**src/rtl/proc_pkg.sv**
```systemverilog
// Shared types for the writeback-port arbiter slice.
//   DATA_W / ADDR_W : register data and address widths
//   wb_entry_t      : buffered mult/div result {kill, rd, data}
//   arb_state_e     : arbiter FSM states
package proc_pkg;

  localparam int unsigned DATA_W = 32;
  localparam int unsigned ADDR_W = 5;

  typedef struct packed {
    logic              kill;  // entry must retire without writing
    logic [ADDR_W-1:0] rd;
    logic [DATA_W-1:0] data;
  } wb_entry_t;

  typedef enum logic [0:0] {
    S_NORM,
    S_STALL
  } arb_state_e;

endpackage

```
**src/rtl/wb_fifo.sv**
```systemverilog
// Circular buffer of mult/div results awaiting the register-file write port.
// Ports:
//   clk, rst_n           clock, async active-low reset
//   push, push_entry     store an entry (caller guarantees not full)
//   pop                  drop the head (caller guarantees not empty)
//   kill_en, kill_rd     mark every stored entry with rd==kill_rd as killed
//   head                 oldest entry
//   count, full, empty   occupancy
module wb_fifo
  import proc_pkg::*;
#(
  parameter int unsigned DEPTH = 2,
  localparam int unsigned PTR_W = $clog2(DEPTH),
  localparam int unsigned CNT_W = $clog2(DEPTH) + 1
) (
  input  logic             clk,
  input  logic             rst_n,
  input  logic             push,
  input  wb_entry_t        push_entry,
  input  logic             pop,
  input  logic             kill_en,
  input  logic [ADDR_W-1:0] kill_rd,
  output wb_entry_t        head,
  output logic [CNT_W-1:0] count,
  output logic             full,
  output logic             empty
);

  logic [PTR_W-1:0] rd_ptr_q, wr_ptr_q;
  logic [CNT_W-1:0] count_q;
  wb_entry_t        mem_q [DEPTH];

  always_ff @(posedge clk or negedge rst_n) begin
    if (!rst_n) begin
      rd_ptr_q <= '0;
      wr_ptr_q <= '0;
      count_q  <= '0;
      for (int unsigned i = 0; i < DEPTH; i++) begin
        mem_q[i] <= '0;
      end
    end else begin
      if (kill_en) begin
        for (int unsigned i = 0; i < DEPTH; i++) begin
          if (mem_q[i].rd == kill_rd) begin
            mem_q[i].kill <= 1'b1;
          end
        end
      end
      // Placed after the kill loop so an entry pushed this cycle is never killed.
      if (push) begin
        mem_q[wr_ptr_q] <= push_entry;
        wr_ptr_q        <= wr_ptr_q + 1'b1;
      end
      if (pop) begin
        rd_ptr_q <= rd_ptr_q + 1'b1;
      end
      case ({push, pop})
        2'b10:   count_q <= count_q + 1'b1;
        2'b01:   count_q <= count_q - 1'b1;
        default: count_q <= count_q;
      endcase
    end
  end

  assign head  = mem_q[rd_ptr_q];
  assign count = count_q;
  assign full  = (count_q == CNT_W'(DEPTH));
  assign empty = (count_q == '0);

endmodule

```
**src/rtl/wb_port_arbiter.sv**
```systemverilog
// Shares the register-file write port between pipeline writeback (A, priority) and the
// multi-cycle mult/div unit (B, buffered). A head that waits MAX_WAIT cycles forces a
// one-cycle pipeline stall so it can drain. A writes kill buffered B results to the same rd.
// Ports:
//   a_valid/a_regwrite/a_rd/a_data  pipeline writeback request
//   b_valid/b_ready/b_rd/b_data     mult/div result handshake
//   rf_we/rf_waddr/rf_wdata         registered register-file write
//   stall_pipe                      registered pipeline freeze
//   fifo_count                      buffered B entries
module wb_port_arbiter
  import proc_pkg::*;
#(
  parameter int unsigned FIFO_DEPTH = 2,
  parameter int unsigned MAX_WAIT   = 4,
  localparam int unsigned CNT_W  = $clog2(FIFO_DEPTH) + 1,
  localparam int unsigned WAIT_W = $clog2(MAX_WAIT + 1)
) (
  input  logic              clk,
  input  logic              rst_n,
  input  logic              a_valid,
  input  logic              a_regwrite,
  input  logic [ADDR_W-1:0] a_rd,
  input  logic [DATA_W-1:0] a_data,
  input  logic              b_valid,
  output logic              b_ready,
  input  logic [ADDR_W-1:0] b_rd,
  input  logic [DATA_W-1:0] b_data,
  output logic              rf_we,
  output logic [ADDR_W-1:0] rf_waddr,
  output logic [DATA_W-1:0] rf_wdata,
  output logic              stall_pipe,
  output logic [CNT_W-1:0]  fifo_count
);

  wb_entry_t         head, push_entry;
  logic              full, empty, push, pop;
  logic              a_req, head_live, grant_a, grant_b;
  arb_state_e        state_q, state_d;
  logic [WAIT_W-1:0] wait_q, wait_d;

  assign a_req      = a_valid & a_regwrite & (a_rd != '0);
  assign b_ready    = ~full;
  assign push       = b_valid & ~full;
  // Writes to $0 are stored pre-killed so they retire in order without a write.
  assign push_entry = '{kill: (b_rd == '0), rd: b_rd, data: b_data};
  assign head_live  = ~empty & ~head.kill;

  wb_fifo #(
    .DEPTH(FIFO_DEPTH)
  ) u_fifo (
    .clk       (clk),
    .rst_n     (rst_n),
    .push      (push),
    .push_entry(push_entry),
    .pop       (pop),
    .kill_en   (grant_a),
    .kill_rd   (a_rd),
    .head      (head),
    .count     (fifo_count),
    .full      (full),
    .empty     (empty)
  );

  always_comb begin
    state_d = state_q;
    wait_d  = wait_q;
    grant_a = 1'b0;
    grant_b = 1'b0;
    pop     = 1'b0;
    case (state_q)
      S_NORM: begin
        grant_a = a_req;
        grant_b = head_live & ~a_req;
        // A killed head retires even while A owns the port.
        pop     = grant_b | (~empty & head.kill);
        if (pop) begin
          wait_d = '0;
        end else if (head_live) begin
          wait_d = wait_q + 1'b1;
        end
        if (wait_d == WAIT_W'(MAX_WAIT)) begin
          state_d = S_STALL;
        end
      end
      S_STALL: begin
        // A is frozen and will be re-presented; the head gets the port.
        grant_b = head_live;
        pop     = ~empty;
        wait_d  = '0;
        state_d = S_NORM;
      end
      default: state_d = S_NORM;
    endcase
  end

  always_ff @(posedge clk or negedge rst_n) begin
    if (!rst_n) begin
      state_q  <= S_NORM;
      wait_q   <= '0;
      rf_we    <= 1'b0;
      rf_waddr <= '0;
      rf_wdata <= '0;
    end else begin
      state_q <= state_d;
      wait_q  <= wait_d;
      rf_we   <= grant_a | grant_b;
      if (grant_a) begin
        rf_waddr <= a_rd;
        rf_wdata <= a_data;
      end else if (grant_b) begin
        rf_waddr <= head.rd;
        rf_wdata <= head.data;
      end
    end
  end

  assign stall_pipe = (state_q == S_STALL);

endmodule

```
**config.mk**
```make
export PLATFORM = sky130hd
export DESIGN_NAME = wb_port_arbiter
export DESIGN_NICKNAME = d
export VERILOG_FILES = /design/src/rtl/proc_pkg.sv /design/src/rtl/wb_fifo.sv /design/src/rtl/wb_port_arbiter.sv
export SDC_FILE = /design/constraint.sdc
export NUM_CORES = 1
export LEC_CHECK = 0
export CAP_MARGIN = 10
export CORE_ASPECT_RATIO = 1.1
export CORE_MARGIN = 1
export CORE_UTILIZATION = 46
export DETAILED_ROUTE_END_ITERATION = 10
export PLACE_DENSITY = 0.85
export SLEW_MARGIN = 20
export SYNTH_ARGS = -nofsm -noshare
export SYNTH_HDL_FRONTEND = slang
export SYNTH_HIERARCHICAL = 1
export SYNTH_SLANG_ARGS = --single-unit
```
**constraint.sdc**
```tcl
create_clock -name clk -period 1.9 [get_ports clk]
set_input_delay 0.285 -clock clk [delete_from_list [all_inputs] [get_ports clk]]
set_output_delay 0.285 -clock clk [all_outputs]
set_load 0.03 [all_outputs]
```
==> results of run 1 <==
## timing repair
| item | in CTS | in global routing |
|---|---|---|
| gates resized for setup | 2 | 0 |
| hold buffers | 1 | 0 |
| endpoints found under the hold margin | 28 | 0 |
| setup endpoints to repair | 2 | 0 |
## metrics by stage
stage	cells	TNS (ps)
finish	729	0
global route	729	0
CTS	729	0
detailed placement	696	-2380
global placement	696	-655
floorplan	425	0
## where the power goes
part / internal (W) / total (W) / switching (W)
Combinational: 0.00348 / 0.00655 / 0.00307
Clock: 0.00182 / 0.00294 / 0.00112
Sequential: 0.00394 / 0.00469 / 0.000749
## cell type report
cell class                      count  area, um^2
Fill cell                         939        4360
Sequential cell                   122        3050
Multi-Input combinational cell    275        2430
Timing Repair Buffer              143        1450
Clock buffer                       20         447
Tap cell                          154         193
Clock inverter                     12         101
Inverter                            3        11.3
## final timing paths
kind                            startpoint                          to  slack [ps]  depth (start not counted)
setup / recovery                stall_pipe                  stall_pipe          60                          1
hold / removal                       rst_n  asynchronous set/reset pin         370                          2
max in group asynchronous            rst_n                 rf_waddr[2]         900                          3
min in group clk                a_data[17]                rf_wdata[17]         420                          3
hold reg to reg                   register                    register         500                          1
setup reg to reg           u_fifo/rd_ptr_q                  stall_pipe         110                          5
## routing by layer
| metal | vias up | GRT usage | part of all wire |
|---|---|---|---|
| met5 | - | 0 | 0 |
| met4 | 0 | 0.0651 | 0.011 |
| met3 | 9 | 0.0535 | 0.047 |
| met2 | 90 | 0.381 | 0.53 |
| met1 | 1887 | 0.250 | 0.41 |
| li1 | 1773 | - | - |
## cell families after synthesis
group,Yosys count
AOI/OAI and AO/OA,45
xor gates and xnor gates,16
adders and majority gates,2
buffers and inverters,28
DFF,122
muxes,152
and+or+nand+nor,60
## cells in the final DEF, fill, tap and decap left out, types with 2 or more instances in the layout
master / count
dfrtp_1: 121
clkdlybuf4s50_1: 117
mux2_2: 92
mux2i_1: 40
nand2_1: 39
o21ai_0: 24
mux2_4: 20
clkbuf_16: 17
buf_4: 17
o21ai_1: 15
xnor2_1: 12
nor2_1: 8
buf_12: 6
clkinv_2: 5
clkinvlp_4: 5
xor2_1: 4
inv_1: 3
a21oi_1: 2
nor2b_1: 2
ha_1: 2
clkbuf_1: 2
dlygate4sd2_1: 2
nand4_1: 2
nand3_1: 2
==> metrics.txt, run 1 <==
crit path cell chain clkdlybuf4s50_1; wire per inst 17.1 um; vias in the first global route ~4200; Post-DP HPWL approximately 8500 um; post-synthesis adder-cell area fraction 0.00441; CTS tree done; Core Area 12000 um^2; n_diodes 0; syn_area_per_cell around 13 um^2; top-count cell post-synth dfrtp_1; Setup WS post-layout around 57 ps; Layout area overhead 35.2%; postcts setup bufs 0; Synth Area in Compound Gates 0.0436; crit path max fanout 4; Placed Area 7120 um^2; initial antenna violation count 0; Initial DRC Count 182; post-synth top area cell dfrtp_1; Layout Skew between 7 and 8 ps; final setup violation count 0; Critical Path Sink Type primary output; Worst-Skew Late Latency 400 ps; H-tree depth 4; Clock Tree Buf Depth 2; first-pass GRT wire length 20700 um; DRT Pass-1 Iters 4; Mapped Cells approximately 430; HP Class primary input to asynchronous set/reset pin; row cnt 42; post-synth top area share 0.538; Die H 119 um; largest family of logic cells by synthesized area multiplexers; Design Area, Final ~7700 um^2; Most used DFF post-synth dfrtp_1; number of synthesized flops with an enable pin 0; routed wire length 12400 um; Synth Register Bits 122; syn nets just over 500; Max Freq 543 MHz; starting density of the core 0.472; grt total ovfl 0; asr flop ratio synth 1.00; RSZ-0062 raised after global routing false; clock sink count approximately 120; final worst path period need 1840 ps; CP Launch Type register; final hold slack 367 ps; ANT nets after route 0; worst slack, placed -133 ps; Port Buf Inserts between 100 and 150; Crit path largest cell delay roughly 700 ps; CP delay by family, top buffers and inverters; Slew Viols, Final 0; largest net degree at the start of global routing 54; total power 0.0142 W; worst endpoint required time 1620 ps; WP data arrival 1560 ps; mux contribution to synthesized area 0.306; Worst-path clk slew 50 ps; routed via count 3759; outcome finished, final reports clean; Rel. slew slack 0.619; Num CTS Buffers 17; Slowest cell on crit path clkdlybuf4s50_1; DRC Markers 0; placer congestion estimate 0.787; buffers and inverters on the worst path 1; max-cap viol count 0; Post-Synth XOR/XNOR Area 0.0247; cell area after synthesis 5680 um^2; Area contributors post-synth dfrtp_1 54%, mux2_2 18%, mux2i_1 7.1%, mux2_4 5.3%, nand2_1 2.6%; leakage power total 3.29 nW; final core utilization 0.638; Cell variety after synth 31; Syn. warnings 6; Final Hold Viols 0; Max VDD drop 0.00104 V; via/cell ratio a little over 5; CTS root buffer clkbuf_16; Tot GR Track Use 0.214; die area 12800 um^2; CP Class register to primary output; power density cells 1850 nW/um^2; part of the Yosys area used for sequential elements 0.538; nets@finish between 600 and 700; # IOs 121; layout cells sized above 1 0.299; Final period util 0.970; Die X around 110 um; Post-synth top cells 122 x dfrtp_1, 92 x mux2_2, 40 x mux2i_1, 40 x nand2_1, 24 x o21ai_0; Worst-Margin Slew between 500 and 600 ps; Simple-Gate Fraction of Synth Area 0.0465
(Power assumes the default switching activity.)
==> run 2, diff against run 1 <==
Settings changed: CORE_UTILIZATION 46 to 48, CTS_BUF_LIST set to sky130_fd_sc_hd__clkbuf_8, PLACE_DENSITY 0.85 to 0.88.
==> run 2 against run 1 <==
Against the previous run:
- die area down 4.1%
- clock skew up 3.6 ps
- sequential share of layout area up 0.71 points
- clock power down 22%
- maximum frequency up 4.1%
==> metrics.txt, run 2 (synthesized netlist as in run 1, its figures left out) <==
outcome finished, final reports clean; final worst path period need 1770 ps (-72.3 ps); Critical Path Sink Type register; setup TNS 0 ps (unchanged); critical path depth in cells 5 (+4); Max Freq 565 MHz (+4.1%); buffers and inverters on the worst path 1 (unchanged); vias in the first global route 4084 (-3.6%); Tot GR Track Use 0.208 (-0.00551); Post-DP HPWL 8200 um (-3.5%); DRC Markers 0 (unchanged); power density cells 1790 nW/um^2 (-3.1%); Sw Share 0.353 (+0.00468); largest net degree at the start of global routing 77 (+43%); total power 0.0135 W (-4.8%); DRT Pass-1 Iters 4 (unchanged); starting density of the core 0.494 (+0.0223); crit path cell chain mux2_2, or2_2, buf_4, mux2i_1, o21ai_1; Final Hold Viols 0 (unchanged); placed cell count 694 (-0.29%); Initial DRC Count 146 (-20%); r2r setup slk 130 ps (+20 ps); via/cell ratio 5.23 (+1.4%); sequential share of power 0.345 (+0.014); Reg2Reg Depth 5 (unchanged); Port Buf Inserts 120 (unchanged); clock group share of total power 0.169 (-0.039); Slew Viols, Final 0 (unchanged); leakage power total 3.28 nW (about the same); Rel. slew slack 0.623 (+0.00330); routed wire length 12100 um (-2.7%); Die X 106 um (-2.1%); Layout fillers 871 (-7.2%); final setup violation count 0 (unchanged); Die H 116 um (-2.1%); grt total ovfl 0 (unchanged); Final period util 0.932 (-0.0380); RSZ-0062 raised after global routing false; worst endpoint required time 2190 ps (+570 ps); Non-Filler Instances 726 (-0.41%); ANT nets after route 0 (unchanged); Max VDD drop 0.00111 V (+7.1%); CTS tree done; routed via count 3796 (+0.98%); RR Endpoint rf_wdata[16]; Comb pwr share 0.486 (+0.024); Worst-Skew Late Latency 420 ps (+20 ps); # IOs 121 (unchanged); most frequent cells in the layout 121 x dfrtp_1, 115 x clkdlybuf4s50_1, 92 x mux2_2, 40 x mux2i_1, 39 x nand2_1; clock sink count 122 (unchanged); row cnt 41 (-2.4%); net switching power 0.00477 W (-3.5%); Crit path largest cell delay 370 ps (-340 ps); Layout area overhead 32.9%; Critical Path End rf_wdata[16]; Pint 0.00873 W (-5.5%); n_diodes 0 (unchanged); CTS root buffer clkbuf_8; Num CTS Buffers 17 (unchanged); nets@finish 645 (+0.31%); first-pass GRT wire length 19800 um (-4.5%); layout cells sized above 1 0.297 (-0.00226); Worst-path clk slew 70 ps (+20 ps); crit path max fanout 18 (+14); CP startpoint u_fifo/rd_ptr_q; Worst-Margin Slew 566 ps (-4.95 ps); most common cell after layout, fill and taps aside dfrtp_1; Slowest cell on crit path mux2_2; placer congestion estimate 0.792 (+0.74%); Layout Skew 11.4 ps (+3.58 ps); CP delay by family, top multiplexers; initial antenna violation count 0 (unchanged); Core Area 11500 um^2 (-4.5%); worst r2r src u_fifo/rd_ptr_q; CP Class register to register; wire per inst 16.7 um (-2.3%); CP Launch Type register; HP Class primary input to asynchronous set/reset pin; max-cap viol count 0 (unchanged); H-tree depth 4 (unchanged); WP data arrival 2060 ps (+500 ps); die area 12300 um^2 (-4.1%); Clock Tree Buf Depth 2 (unchanged)
[run 2: worst min-delay path by stage]
stage / end / slack, ps
final: rf_wdata[20] / 270
after CTS: rf_wdata[20] / 260
after detailed placement: rf_wdata[20] / 170
after global routing: rf_wdata[20] / 270
after global placement: rf_wdata[20] / 170
after floorplan: rf_waddr[0] / -10
[run 2: repair_timing]
action | 4_1_cts | 5_1_grt
pin swaps | 0 | 0
hold endpoints to repair | 15 | 0
gates resized for setup | 2 | 2
setup buffers | 0 | 0
endpoints found under the setup margin | 2 | 2
hold buffers | 1 | 0
gates cloned | 0 | 0
[run 2: metal layers]
| metal | share of wire | GRT usage |
|---|---|---|
| met5 | 0 | 0 |
| met4 | 0.012 | 0.0657 |
| met3 | 0.043 | 0.0484 |
| met2 | 0.51 | 0.360 |
| met1 | 0.44 | 0.261 |
[run 2: area by class of cell]
| type | count | area, um^2 | area share |
|---|---|---|---|
| repair buffers | 145 | 1480 | 0.196 |
| clock buffers | 18 | 248 | 0.0328 |
| multi-input cells | 275 | 2430 | 0.322 |
| clock inverters | 13 | 138 | 0.0182 |
| inverters | 3 | 11.3 | 0.00149 |
| flip-flops and latches | 122 | 3050 | 0.405 |
| well taps | 150 | 188 | 0.0249 |
[run 2: power by group through the flow]
stage	sequential [W]	clock, W	combinational [W]
global route	0.00481	0.00245	0.00702
global placement	0.00458	0	0.00641
detailed placement	0.00468	0	0.00661
finish	0.00465	0.00228	0.00656
floorplan	0.00537	0	0.00392
CTS	0.00465	0.00232	0.00664
[run 2: stage by stage]
stage                     instance area [um^2]  hold slack (ps)  setup WS [ps]   util
final                                     7540              266            130  0.656
after global routing                      7540              272           52.1  0.656
after CTS                                 7540              257           2.16  0.656
after detailed placement                  7150              170           -255  0.622
after global placement                    7150              168          -98.3  0.622
after floorplan                           5680            -10.6           6.03      -
